===== config.mk =====
export PLATFORM = sky130hd
export DESIGN_NAME = modulo_painel_operador_rolhas_flat
export DESIGN_NICKNAME = d
export VERILOG_FILES = /design/src/rtl/modulo_painel_operador_rolhas_pkg.sv /design/src/rtl/modulo_painel_operador_rolhas_if.sv /design/src/rtl/modulo_painel_operador_rolhas_debouncer.sv /design/src/rtl/modulo_painel_operador_rolhas.sv /design/src/flat_wrapper.sv
export SDC_FILE = /design/constraint.sdc
export NUM_CORES = 1
export LEC_CHECK = 0
export ABC_AREA = 1
export CAP_MARGIN = 5
export CORE_MARGIN = 4
export CORE_UTILIZATION = 50
export CTS_CLUSTER_SIZE = 40
export DETAILED_ROUTE_END_ITERATION = 10
export HOLD_SLACK_MARGIN = 0.03
export PLACE_DENSITY_LB_ADDON = 0.05
export SYNTH_ARGS = -nofsm -noshare
export SYNTH_HDL_FRONTEND = slang
export SYNTH_SLANG_ARGS = --single-unit

===== constraint.sdc =====
create_clock -name clk -period 1.9 [get_ports clk]
set_input_delay 0.38 -clock clk [delete_from_list [all_inputs] [get_ports clk]]
set_output_delay 0.38 -clock clk [all_outputs]
set_load 0.005 [all_outputs]

===== src/rtl/modulo_painel_operador_rolhas_pkg.sv =====
// Shared definitions for the operator cork-loading panel.
//   estado_t : panel FSM encoding, also driven out on the estado port
//   QTY_MAX  : ceiling for requested quantity plus current stock
package pbl_pkg;

  typedef enum logic [1:0] {
    EST_IDLE = 2'b00,
    EST_EDIT = 2'b01,
    EST_SEND = 2'b10,
    EST_ERRO = 2'b11
  } estado_t;

  localparam int QTY_MAX = 99;

endpackage


===== src/rtl/modulo_painel_operador_rolhas_if.sv =====
// Cork transfer handshake between the operator panel and the bottling controller.
//   req     : transfer request, qty_out valid while high (panel -> consumer)
//   qty_out : binary quantity 0..99                      (panel -> consumer)
//   ack     : consumer acknowledge, single-cycle or level (consumer -> panel)
interface modulo_painel_operador_rolhas_if;
  logic       req;
  logic       ack;
  logic [6:0] qty_out;

  modport master (output req, output qty_out, input ack);
  modport slave  (input req, input qty_out, output ack);
endinterface


===== src/rtl/modulo_painel_operador_rolhas_debouncer.sv =====
// Debouncer for one raw active-low pushbutton.
//   clk     : system clock
//   clr     : asynchronous active-low reset
//   i_btn_n : raw button, active-low, asynchronous to clk
//   o_pulse : one-cycle pulse per accepted press
module modulo_debouncer_botao #(
  parameter int DEBOUNCE_CYCLES = 16
) (
  input  logic clk,
  input  logic clr,
  input  logic i_btn_n,
  output logic o_pulse
);

  localparam int            CW       = $clog2(DEBOUNCE_CYCLES + 1);
  localparam logic [CW-1:0] CNT_LAST = CW'(DEBOUNCE_CYCLES - 1);

  logic [1:0]    r_sync;
  logic          r_lvl;   // debounced level, 1 = released
  logic [CW-1:0] r_cnt;
  logic          r_pulse;
  logic          w_s;

  assign w_s     = r_sync[1];
  assign o_pulse = r_pulse;

  // The synchronizer loads "released", but the debounced level starts low so
  // a button held through reset must first be seen released for a full
  // window before its next press can produce a pulse.
  always_ff @(posedge clk or negedge clr) begin
    if (!clr) begin
      r_sync  <= 2'b11;
      r_lvl   <= 1'b0;
      r_cnt   <= '0;
      r_pulse <= 1'b0;
    end else begin
      r_sync  <= {r_sync[0], i_btn_n};
      r_pulse <= 1'b0;
      if (w_s == r_lvl) begin
        r_cnt <= '0;                       // any agreeing sample restarts the window
      end else if (r_cnt == CNT_LAST) begin
        r_cnt   <= '0;
        r_lvl   <= w_s;
        r_pulse <= ~w_s;                   // fire only on the accepted press edge
      end else begin
        r_cnt <= r_cnt + 1'b1;
      end
    end
  end

endmodule


===== src/rtl/modulo_painel_operador_rolhas.sv =====
// Operator entry panel: debounces inc/conf/cancel buttons, accumulates a BCD
// cork quantity bounded by stock, and hands it off over a req/ack transfer.
//   clk, clr     : clock, asynchronous active-low reset
//   btn_*_n      : raw active-low pushbuttons (increment, confirm, cancel)
//   stock_atual  : current secondary-buffer count 0..99
//   xfer         : req / qty_out / ack transfer handshake (master side)
//   qty_d, qty_u : BCD tens / units of the quantity for the display
//   estado       : FSM state (00 IDLE, 01 EDIT, 10 SEND, 11 ERRO)
//   erro         : pulse on a rejected increment, held high in ERRO
module modulo_painel_operador_rolhas
  import pbl_pkg::*;
#(
  parameter int DEBOUNCE_CYCLES = 16,
  parameter int TIMEOUT_CYCLES  = 255
) (
  input  logic                                   clk,
  input  logic                                   clr,
  input  logic                                   btn_inc_n,
  input  logic                                   btn_conf_n,
  input  logic                                   btn_canc_n,
  input  logic [6:0]                             stock_atual,
  modulo_painel_operador_rolhas_if.master        xfer,
  output logic [3:0]                             qty_d,
  output logic [3:0]                             qty_u,
  output logic [1:0]                             estado,
  output logic                                   erro
);

  estado_t    r_estado, w_estado_nxt;
  logic [6:0] r_qty;
  logic [3:0] r_qd, r_qu;
  logic [7:0] r_timer;
  logic       r_erro_pls;
  logic       w_p_inc, w_p_conf, w_p_canc;
  logic       w_inc, w_conf, w_canc;
  logic [7:0] w_sum;
  logic       w_cabe, w_timeout, w_req;

  modulo_debouncer_botao #(.DEBOUNCE_CYCLES(DEBOUNCE_CYCLES)) u_db_inc (
    .clk(clk), .clr(clr), .i_btn_n(btn_inc_n),  .o_pulse(w_p_inc));
  modulo_debouncer_botao #(.DEBOUNCE_CYCLES(DEBOUNCE_CYCLES)) u_db_conf (
    .clk(clk), .clr(clr), .i_btn_n(btn_conf_n), .o_pulse(w_p_conf));
  modulo_debouncer_botao #(.DEBOUNCE_CYCLES(DEBOUNCE_CYCLES)) u_db_canc (
    .clk(clk), .clr(clr), .i_btn_n(btn_canc_n), .o_pulse(w_p_canc));

  // cancel > confirm > increment; losers in the same cycle are dropped
  assign w_canc = w_p_canc;
  assign w_conf = w_p_conf & ~w_p_canc;
  assign w_inc  = w_p_inc  & ~w_p_canc & ~w_p_conf;

  // 8-bit sum so 99 + 99 cannot wrap
  assign w_sum     = {1'b0, r_qty} + {1'b0, stock_atual};
  assign w_cabe    = w_sum < 8'(QTY_MAX);
  assign w_timeout = r_timer == 8'(TIMEOUT_CYCLES - 1);

  always_ff @(posedge clk or negedge clr) begin
    if (!clr) r_estado <= EST_IDLE;
    else      r_estado <= w_estado_nxt;
  end

  always_comb begin
    w_estado_nxt = r_estado;
    case (r_estado)
      EST_IDLE: if (w_inc) w_estado_nxt = EST_EDIT;
      EST_EDIT: begin
        if (w_canc)                       w_estado_nxt = EST_IDLE;
        else if (w_conf && r_qty != '0)   w_estado_nxt = EST_SEND;
      end
      EST_SEND: begin
        if (xfer.ack)       w_estado_nxt = EST_IDLE;   // ack beats timeout
        else if (w_timeout) w_estado_nxt = EST_ERRO;
      end
      EST_ERRO: if (w_canc) w_estado_nxt = EST_IDLE;
      default:  w_estado_nxt = EST_IDLE;
    endcase
  end

  always_comb begin
    w_req = (r_estado == EST_SEND);
    erro  = r_erro_pls | (r_estado == EST_ERRO);
  end

  // Quantity (binary + BCD kept in lockstep), timer and reject pulse.
  always_ff @(posedge clk or negedge clr) begin
    if (!clr) begin
      r_qty      <= '0;
      r_qd       <= '0;
      r_qu       <= '0;
      r_timer    <= '0;
      r_erro_pls <= 1'b0;
    end else begin
      r_erro_pls <= 1'b0;
      r_timer    <= (r_estado == EST_SEND) ? r_timer + 8'd1 : 8'd0;
      case (r_estado)
        EST_IDLE: if (w_inc) begin
          r_qty <= 7'd1;
          r_qd  <= 4'd0;
          r_qu  <= 4'd1;
        end
        EST_EDIT: begin
          if (w_canc) begin
            r_qty <= '0;
            r_qd  <= '0;
            r_qu  <= '0;
          end else if (w_inc) begin
            if (w_cabe) begin
              r_qty <= r_qty + 7'd1;
              if (r_qu == 4'd9) begin
                r_qu <= 4'd0;
                r_qd <= r_qd + 4'd1;
              end else begin
                r_qu <= r_qu + 4'd1;
              end
            end else begin
              r_erro_pls <= 1'b1;
            end
          end
        end
        EST_SEND: if (xfer.ack) begin
          r_qty <= '0;
          r_qd  <= '0;
          r_qu  <= '0;
        end
        EST_ERRO: if (w_canc) begin
          r_qty <= '0;
          r_qd  <= '0;
          r_qu  <= '0;
        end
        default: ;
      endcase
    end
  end

  assign xfer.req     = w_req;
  assign xfer.qty_out = r_qty;
  assign qty_d        = r_qd;
  assign qty_u        = r_qu;
  assign estado       = r_estado;

endmodule

===== src/flat_wrapper.sv =====
// flat-port wrapper written by rule: the top's interface ports become plain ports
module modulo_painel_operador_rolhas_flat import pbl_pkg::*;
#(
  parameter int DEBOUNCE_CYCLES = 16,
  parameter int TIMEOUT_CYCLES  = 255
)
  (clk, clr, btn_inc_n, btn_conf_n, btn_canc_n, stock_atual, qty_d, qty_u, estado, erro, xfer_req, xfer_qty_out, xfer_ack);
  modulo_painel_operador_rolhas_if xfer_i ();
  input  logic clk;
  input  logic clr;
  input  logic btn_inc_n;
  input  logic btn_conf_n;
  input  logic btn_canc_n;
  input  logic [6:0] stock_atual;
  output logic [3:0] qty_d;
  output logic [3:0] qty_u;
  output logic [1:0] estado;
  output logic erro;
  output wire logic [$bits(xfer_i.req)-1:0] xfer_req;
  output wire logic [$bits(xfer_i.qty_out)-1:0] xfer_qty_out;
  input wire logic [$bits(xfer_i.ack)-1:0] xfer_ack;
  assign xfer_req = xfer_i.req;
  assign xfer_qty_out = xfer_i.qty_out;
  assign xfer_i.ack = xfer_ack;
  modulo_painel_operador_rolhas #(.DEBOUNCE_CYCLES(DEBOUNCE_CYCLES), .TIMEOUT_CYCLES(TIMEOUT_CYCLES)) u_core (.clk(clk), .clr(clr), .btn_inc_n(btn_inc_n), .btn_conf_n(btn_conf_n), .btn_canc_n(btn_canc_n), .stock_atual(stock_atual), .xfer(xfer_i), .qty_d(qty_d), .qty_u(qty_u), .estado(estado), .erro(erro));
endmodule

==> out/metrics.yaml, run 1 <==
rrSetupSlack_ps: -210
yosysMostFrequentCell: "nand2_1"
crit_chain: "ha_4, fa_2, nand2_2, nand2_2, nand3_2, nand2_1, nand2_1, nand3_1, nor2_1, nor2_1, nand2_2, nand2_4, buf_6, nand4_1, nand2_1"
reg2regPathDepth: 15
place_hpwl_um: 4070
rows: 27
tightest_slew_ps: 396
grt_max_degree: 39
crit_slowest_cell: "dfrtp_1"
r2r-end: "u_core.qty_d[3]"
num-fill-cells: 473
status: "finished, violations left"
crit_arrival_ps: 2310
initialDrtViolationCount: 95
period_share_pct: 111
wirelength_um: 5350
grt_pass1_vias: 2191
synth.avg_cell_area_um2: 8.72
drive_gt1_share_pct: 18.2
syn-cell-area_mm2: 0.00282
period_needed_ps: 2110
drv_cap: 0
finalHoldViolCount: 0
ys.flop_type: "dfrtp_1"
violations: "negative setup slack"
dpl_worst_slack_ps: -667
synth-xor-area-share_pct: 3.72
ys_seq_area_share_pct: 47.2
skew_ps: 9.11
fin_total_pwr_mw: 3.62
power_density_mw_per_mm2: 1020
start_util_pct: 51.3
synth.area.top_cells: "dfrtp_1 42%, nand2_1 8.5%, ha_1 7.5%, nor2_1 6.0%, dfstp_2 5.6%"
cts.clk_slew.worst_paths_ps: 100
ys_types: 35
hold_end: "u_core.u_db_canc.r_sync[1]"
slew_viol_final: 0
synth_edf_count: 0
clock_path_buffers: 2
yosysTopAreaCell: "dfrtp_1"
cts_tree: "built"
dr.pass1.iters: 4
nets: 414
place.gp.congestion: 0.770
setup_violations: 16
core-area_mm2: 0.00551
overflow: 0
synth_top_family_by_area: "simple AND/OR/NAND/NOR gates"
worst_hold_path_type: "register to register"
critPathCaptureType: "register"
cts-buffers-inserted: 5
yosysTopAreaCellShare_pct: 41.6
routedWlPerCell_um: 11.7
cts-root-buf: "clkbuf_8"
die-area_mm2: 0.00691
htree_levels: 2
clk-insertion-delay-late_ps: 310
dpl.cell_count: 444
holdCritStartpoint: "u_core.u_db_canc.r_sync[0]"
critPathTopFamily: "simple AND/OR/NAND/NOR gates"
fin_cells: 456
yosysWarnings: 0
synth_compound_area_share_pct: 8.77
muxShareOfSynthArea_pct: 0
syn-num-nets: 355
holdPathStages: 0
area.growth.synth_to_final_pct: 25.6
vias: 2242
ir_drop_mv: 0.498
r2r-start: "u_core.xfer.qty_out[0]"
critical_path.max_stage_delay_ps: 430
port_buffers: 31
multi_input_area_mm2: 0.00139
grt_antenna_before_repair: 0
rsz0062_at_grt: "yes"
routed_via_density: 4.92
route.detailed.drc: 0
slew_headroom_pct: 73.4
ff_latch_area_mm2: 0.00133
fmax_mhz: 474
synth-seq-cells: 53
grtUsageTotal_pct: 16.7
cp_max_fo: 5
synth_fa_ha_area_share_pct: 8.24
ant_nets: 0
synthSimpleGateAreaFrac_pct: 26.1
num_io_pins: 32
die_h_um: 83.2
start_kind: "register"
required_ps: 2100
syn-instance-count: 324
setup_ws_ps: -208
die_w_um: 83.2
leakage_nw: 1.75
clock-sinks: 53
diodes: 0
crit_buf_inv: 1
worst-setup-path-type: "register to register"
async_reset_ff_share_pct: 100
grt_pass1_wl_um: 9600
synth_common_cells: "64 x nand2_1, 47 x dfrtp_1, 45 x nor2_1"
power breakdown:
| part | switching [mW] | internal, mW | total [mW] |
|---|---|---|---|
| Sequential | 0.131 | 1.25 | 1.38 |
| Clock | 0.401 | 0.275 | 0.677 |
| Combinational | 0.885 | 0.680 | 1.56 |
| Total | 1.42 | 2.21 | 3.62 |
cell families (layout without fill, tap and decap cells):
family	Yosys count	in the layout
fa+ha+maj	18	18
xor+xnor	12	12
simple gates	163	164
compound gates	37	37
buf+inv	41	100
flops	53	53
layout make-up:
cell class	count	area share [%]
Tap cell	72	2.54
Clock inverter	3	0.953
Sequential cell	53	37.6
Multi-Input combinational cell	231	39.1
Inverter	39	4.13
Timing Repair Buffer	53	13.7
Clock buffer	5	1.94
cells in the final DEF (no fill, tap or decap), drive strengths merged, types with 3 or more instances in the layout:
cell type      instances
a21oi                 12
buf                   22
clkbuf                 5
clkdlybuf4s50         28
clkinv                 4
dfrtp                 47
dfstp                  6
ha                    17
inv                   38
nand2                 70
nand3                 24
nand4                  6
nor2                  46
nor3                   8
nor4                   3
o21ai                 18
or2                    4
xnor2                  4
xor2                   8
sequential cells by signal, summed over array words and instances, names as in the netlist, 4 cells and up:
name and flops:
u_core.r_timer 8, u_core.xfer.qty_out 7, u_core.u_db_canc.r_cnt 5, u_core.u_db_conf.r_cnt 5, u_core.u_db_inc.r_cnt 5, u_core.qty_d 4
u_core.qty_u 4
through the flow:
step / area [um^2] / TNS, ps / hold WS (ps) / util, %
after global placement: 3360 / -9400 / 327 / 61.0
after detailed placement: 3360 / -10120 / 333 / 61.0
after global routing: 3550 / -4600 / 368 / 64.4
after CTS: 3530 / -3600 / 363 / 64.0
final: 3550 / -2950 / 361 / 64.4
after floorplan: 2830 / -1920 / 84.4 / -
timing repair:
action | 4_1_cts | 5_1_grt
cloned | 1 | 0
pin swaps | 11 | 4
endpoints found under the setup margin | 18 | 19
setup buffers | 2 | 0
endpoints found under the hold margin | 15 | 0
hold buffers | 1 | 0
resized for setup | 9 | 5
per-layer routing:
metal / GRT usage, % / share of wire [%] / vias up
met5: 0 / 0 / -
met4: 3.57 / 0.67 / 0
met3: 4.17 / 3.6 / 5
met2: 28.4 / 48 / 30
met1: 21.6 / 48 / 1036
li1: - / - / 1171
worst max-delay path by stage:
stage,cells past startpoint,to,from
after floorplan,15,u_core.xfer.qty_out[0],u_core.xfer.qty_out[0]
after global placement,16,u_core.qty_u[2],stock_atual[0]
after detailed placement,15,u_core.xfer.qty_out[2],stock_atual[0]
after CTS,15,u_core.qty_d[3],u_core.xfer.qty_out[0]
after global routing,14,u_core.qty_d[3],u_core.xfer.qty_out[0]
final,15,u_core.qty_d[3],u_core.xfer.qty_out[0]
Power figures use the tool's default switching activity.
==> inputs of run 2 (changes only) <==
--- a/config.mk
+++ b/config.mk
@@ -6,13 +6,15 @@
 export NUM_CORES = 1
 export LEC_CHECK = 0
 export ABC_AREA = 1
+export ABC_CLOCK_PERIOD_IN_PS = 1900
 export CAP_MARGIN = 5
 export CORE_MARGIN = 4
-export CORE_UTILIZATION = 50
+export CORE_UTILIZATION = 51
 export CTS_CLUSTER_SIZE = 40
 export DETAILED_ROUTE_END_ITERATION = 10
 export HOLD_SLACK_MARGIN = 0.03
 export PLACE_DENSITY_LB_ADDON = 0.05
 export SYNTH_ARGS = -nofsm -noshare
 export SYNTH_HDL_FRONTEND = slang
+export SYNTH_HIERARCHICAL = 1
 export SYNTH_SLANG_ARGS = --single-unit
==> out/metrics.yaml, run 2 <==
status: "finished, violations left"
slew_headroom_pct: 69.0  # -4.4 points
start_util_pct: 52.6  # +1.3 points
grtUsageTotal_pct: 17.6  # +0.88 points
overflow: 0  # unchanged
dpl.cell_count: 472  # +6.3%
cts-buffers-inserted: 5  # unchanged
finalHoldViolCount: 0  # unchanged
crit_slowest_cell: "dfrtp_1"
netSwitchingPower_mw: 1.47  # +3.7%
core-area_mm2: 0.00554  # +0.61%
synth_edf_count: 0  # unchanged
synth-seq-cells: 53  # unchanged
syn-cell-area_mm2: 0.00291  # +3.2%
syn-num-nets: 386  # +8.7%
drv_cap: 0  # unchanged
yosysTopAreaCell: "dfrtp_1"
place_hpwl_um: 4380  # +7.6%
route.detailed.drc: 0  # unchanged
setup_violations: 16  # unchanged
fin_cells: 484  # +6.1%
start_kind: "register"
synth_common_cells: "81 x nand2_1, 50 x inv_1, 47 x dfrtp_1"
wirelength_um: 5890  # +10%
area.growth.synth_to_final_pct: 25.9
yosysTopAreaCellShare_pct: 40.4  # -1.3 points
routedWlPerCell_um: 12.2  # +3.7%
crit_chain: "ha_2, fa_2, xor2_1, a21oi_1, nand3_1, nand3_2, nand3_2, nand2_4, buf_12, nand2_1, o21ai_2"
critical_path.max_stage_delay_ps: 430  # about the same
synth.avg_cell_area_um2: 8.21  # -5.8%
cts-root-buf: "clkbuf_8"
synth.area.top_cells: "dfrtp_1 40%, nand2_1 10%, ha_1 7.3%, inv_1 6.4%, nor2_1 5.5%"
slew_viol_final: 0  # unchanged
clk-insertion-delay-late_ps: 310  # about the same
violations: "negative setup slack"
ys_seq_area_share_pct: 45.8  # -1.5 points
yosysWarnings: 6  # +6
syn-instance-count: 355  # +9.6%
fmax_mhz: 483  # +1.9%
clock_path_buffers: 2  # unchanged
yosysMostFrequentCell: "nand2_1"
dr.pass1.iters: 4  # unchanged
ys.flop_type: "dfrtp_1"
leakage_nw: 1.82  # +3.9%
die-area_mm2: 0.00699  # +1.1%
period_share_pct: 109  # -2.1 points
vias: 2426  # +8.2%
required_ps: 2150  # +50 ps
place.gp.congestion: 0.832  # +8.0%
ant_nets: 0  # unchanged
power_density_mw_per_mm2: 1060  # +3.7%
worst-setup-path-type: "register to register"
tightest_slew_ps: 463  # +66.5 ps
htree_levels: 2  # unchanged
async_reset_ff_share_pct: 100  # unchanged
drive_gt1_share_pct: 18.9  # +0.70 points
skew_ps: 13.6  # +4.49 ps
grt_pass1_vias: 2416  # +10%
final_common_cell: "nand2_1"
grt_antenna_before_repair: 0  # unchanged
routed_via_density: 5.01  # +1.9%
initialDrtViolationCount: 140  # +47%
worst_hold_path_type: "input port to asynchronous set/reset pin"
ir_drop_mv: 0.697  # +40%
cts.clk_slew.worst_paths_ps: 110  # about the same
p_int_mw: 2.42  # +9.6%
die_w_um: 83.6  # +0.53%
ys_types: 30  # -14%
dpl_worst_slack_ps: -544  # +123 ps
period_needed_ps: 2070  # -39.0 ps
cp_max_fo: 13  # +8
cpMostUsedCell: "nand3_2"
port_buffers: 31  # unchanged
die_h_um: 83.6  # +0.53%
rsz0062_at_grt: "yes"
regMostFlops: "u_core/r_timer"
final_cell_mix: "75 x nand2_1, 50 x inv_1, 46 x dfrtp_1, 42 x nor2_1, 28 x clkdlybuf4s50_1"
crit_arrival_ps: 2320  # about the same
diodes: 0  # unchanged
num-fill-cells: 485  # +2.5%
whs_ps: 29.0  # -332 ps
setup_ws_ps: -169  # +39.0 ps
holdBufCountCts: 0  # -1
cts_tree: "built"
num_io_pins: 32  # unchanged
combPwrFrac_pct: 43.9  # +0.7 points
rows: 27  # unchanged
p_clk_share_pct: 20.6  # +1.9 points
clock-sinks: 53  # unchanged
grt_pass1_wl_um: 10300  # +7.5%
largest_reg_flops: 8  # unchanged
critPathCaptureType: "register"
p_seq_share_pct: 35.5  # -2.6 points
switching_share_pct: 37.8  # -1.3 points
grt_max_degree: 54  # +38%
nets: 442  # +6.8%
## run 2: power by group through the flow
stage	combinational, mW	sequential (mW)	clock, mW
global placement	1.48	1.41	0
floorplan	0.927	1.40	0
finish	1.70	1.38	0.802
CTS	1.63	1.38	0.834
detailed placement	1.51	1.42	0
global route	1.89	1.40	0.868
## run 2: path summary, 6_finish.rpt
path,from,slack (ps),end,cells past startpoint
hold reg to reg,u_core/u_db_conf/r_sync[0],360,u_core/u_db_conf/r_sync[1],0
setup / recovery,u_core/xfer.qty_out[0],-170,u_core/xfer.qty_out[2],11
max in group asynchronous,clr,1540,u_core/u_db_canc/r_sync[0],2
hold / removal,clr,30,u_core/xfer.qty_out[3],2
min in group clk,u_core/u_db_conf/r_sync[0],360,u_core/u_db_conf/r_sync[1],0
setup reg to reg,u_core/xfer.qty_out[0],-170,u_core/xfer.qty_out[2],11
## run 2: cell families (layout without fill, tap and decap cells)
| group | after synthesis | in the layout | synth area share [%] |
|---|---|---|---|
| fa+ha+maj | 18 | 18 | 7.99 |
| buf+inv | 57 | 114 | 8.11 |
| flops | 53 | 53 | 45.8 |
| compound gates | 32 | 32 | 6.91 |
| xor+xnor | 9 | 9 | 2.70 |
| simple gates | 186 | 186 | 28.5 |
## run 2: stage by stage
stage	util (%)	TNS, ps	power (mW)	cell area, um^2
global placement	62.2	-7550	2.89	3450
CTS	65.2	-1830	3.84	3610
detailed placement	62.2	-8320	2.92	3450
global route	66.2	-3710	4.16	3670
finish	66.2	-2270	3.89	3670
floorplan	-	-279	2.33	2940
## run 2: timing repair
item | 4_1_cts | 5_1_grt
buffers inserted | 3 | 1
gates resized for setup | 9 | 12
pin swaps | 1 | 2
setup endpoints to repair | 18 | 17
## run 2: worst max-delay path, delay by kind of cell (launching register included)
family	cells	cell delay, ps
AOI/OAI and AO/OA	2	180
xor gates and xnor gates	1	170
adders and majority gates	2	560
buffers and inverters	1	160
DFF	1	430
and+or+nand+nor	5	500
## run 2: cell type report
class	count	area [um^2]	share of cell area, %
clock buffers	5	68.8	1.88
clock inverters	3	50.0	1.36
inverters	54	203	5.52
multi-input cells	245	1430	38.9
flip-flops and latches	53	1340	36.4
well taps	72	90.1	2.45
repair buffers	52	497	13.5
## run 2: routing by layer
layer | vias to the layer above | part of all wire [%] | track usage (%) | wire, um
met5 | - | 0 | 0 | 0
met1 | 1141 | 45 | 21.8 | 2670
met2 | 38 | 51 | 31.3 | 3010
met4 | 0 | 0.32 | 4.68 | 19
met3 | 2 | 3.2 | 3.26 | 190
li1 | 1245 | - | - | -
==> inputs of run 3 (changes only) <==
--- a/config.mk
+++ b/config.mk
@@ -14,6 +14,7 @@
 export DETAILED_ROUTE_END_ITERATION = 10
 export HOLD_SLACK_MARGIN = 0.03
 export PLACE_DENSITY_LB_ADDON = 0.05
+export SETUP_SLACK_MARGIN = 0.1
 export SYNTH_ARGS = -nofsm -noshare
 export SYNTH_HDL_FRONTEND = slang
 export SYNTH_HIERARCHICAL = 1
==> out/metrics.yaml, run 3 (synthesis results as in run 2) <==
clock-sinks: 53  # unchanged
die_w_um: 83.6  # unchanged
grt_antenna_before_repair: 0  # unchanged
clk-insertion-delay-late_ps: 310  # about the same
critPathCaptureType: "register"
whs_ps: 49.9  # +20.9 ps
dr.pass1.iters: 4  # unchanged
overflow: 0  # unchanged
fin_total_pwr_mw: 4.03  # +3.7%
htree_levels: 2  # unchanged
status: "finished, violations left"
place.gp.congestion: 0.813  # -2.3%
grt_pass1_vias: 2362  # -2.2%
finalInstanceArea_mm2: 0.00373  # +1.7%
startpoint: "u_core/xfer.qty_out[0]"
crit_chain: "ha_4, fa_2, nand2_2, nand2_2, nand3_2, nand2_1, nand2_1, nand2_1, inv_2, nand3_2, nand3_2, nand2_4, buf_6, nand2_2, o21ai_2"
start_util_pct: 52.6  # unchanged
fin_cells: 489  # +1.0%
drive_gt1_share_pct: 20.6  # +1.7 points
dpl.cell_count: 475  # +0.64%
num-fill-cells: 460  # -5.2%
tightest_slew_ps: 383  # -79.4 ps
vias: 2415  # -0.45%
initialDrtViolationCount: 90  # -36%
setup_violations: 16  # unchanged
period_needed_ps: 2030  # -34.1 ps
crit_slowest_cell: "dfrtp_1"
cts.clk_slew.worst_paths_ps: 90  # -20 ps
cts_tree: "built"
violations: "negative setup slack"
final_cell_mix: "72 x nand2_1, 49 x inv_1, 47 x dfrtp_1, 42 x nor2_1, 26 x clkdlybuf4s50_1"
drv_cap: 0  # unchanged
dpl_worst_slack_ps: -561  # -16.2 ps
cp_max_fo: 8  # -5
crit_arrival_ps: 2240  # -80 ps
cts-buffers-inserted: 5  # unchanged
period_share_pct: 107  # -1.8 points
grt_max_degree: 54  # unchanged
route.detailed.drc: 0  # unchanged
grtUsageTotal_pct: 17.5  # -0.055 points
setup_ws_ps: -134  # +34.1 ps
rows: 27  # unchanged
worst_hold_path_type: "input port to asynchronous set/reset pin"
finalHoldViolCount: 0  # unchanged
worst-setup-path-type: "register to register"
die-area_mm2: 0.00699  # unchanged
wirelength_um: 5740  # -2.5%
final_common_cell: "nand2_1"
diodes: 0  # unchanged
cts-root-buf: "clkbuf_8"
clock_path_buffers: 2  # unchanged
holdBufCountCts: 0  # unchanged
ir_drop_mv: 0.536  # -23%
rsz0062_at_grt: "yes"
slew_headroom_pct: 74.2  # +5.2 points
crit_buf_inv: 2  # +1
critical_path.max_stage_delay_ps: 440  # about the same
skew_ps: 6.90  # -6.70 ps
routedWlPerCell_um: 11.7  # -3.5%
core-area_mm2: 0.00554  # unchanged
fmax_mhz: 492  # +1.7%
required_ps: 2100  # -50 ps
ant_nets: 0  # unchanged
area.growth.synth_to_final_pct: 28.1
r2r-start: "u_core/xfer.qty_out[0]"
slew_viol_final: 0  # unchanged
die_h_um: 83.6  # unchanged
critPathTopFamily: "simple AND/OR/NAND/NOR gates"
port_buffers: 31  # unchanged
leakage_nw: 1.85  # +1.7%
grt_pass1_wl_um: 10300  # -0.60%
place_hpwl_um: 4390  # +0.15%
num_io_pins: 32  # unchanged
nets: 447  # +1.1%
power_density_mw_per_mm2: 1080  # +1.9%
start_kind: "register"
regMostFlops: "u_core/r_timer"
routed_via_density: 4.94  # -1.5%
largest_reg_flops: 8  # unchanged
place_area_mm2: 0.00346  # +0.29%
## run 3: layout make-up
class | instances | area, um^2 | share of cell area (%)
inverters | 54 | 203 | 5.43
clock inverters | 3 | 65.1 | 1.74
repair buffers | 57 | 534 | 14.3
flip-flops and latches | 53 | 1330 | 35.7
well taps | 72 | 90.1 | 2.41
clock buffers | 5 | 68.8 | 1.84
multi-input cells | 245 | 1440 | 38.5
## run 3: what timing repair did
| item | in CTS | in global routing |
|---|---|---|
| setup buffers | 5 | 1 |
| gates resized for setup | 17 | 12 |
| pin swaps | 10 | 10 |
| endpoints found under the setup margin | 18 | 18 |
## run 3: where the power goes
group / total [mW] / internal, mW / switching, mW
clock: 0.879 / 0.523 / 0.356
combinational: 1.76 / 0.800 / 0.965
sequential: 1.39 / 1.25 / 0.133
## run 3: final timing paths
check / cells after the start / slack (ps) / to
setup / recovery: 15 / -130 / u_core/xfer.qty_out[2]
hold / removal: 2 / 50 / u_core/xfer.qty_out[5]
setup reg to reg: 15 / -130 / u_core/xfer.qty_out[2]
hold reg to reg: 0 / 360 / u_core/u_db_conf/r_sync[1]
max in group asynchronous: 2 / 1560 / u_core/u_db_conf/r_sync[1]
min in group clk: 0 / 360 / u_core/u_db_conf/r_sync[1]
## run 3: per-layer routing
layer | track usage, % | wire, um | up-vias
met1 | 21.7 | 2620 | 1128
met2 | 31.6 | 2870 | 33
met4 | 3.95 | 54 | 0
li1 | - | - | 1249
met5 | 0 | 0 | -
met3 | 3.26 | 192 | 5
## run 3: per-stage QoR
step,utilization [%],setup TNS [ps]
global route,67.4,-4190
global placement,62.4,-7620
floorplan,-,-276
CTS,66.5,-2950
detailed placement,62.4,-8560
finish,67.4,-1910
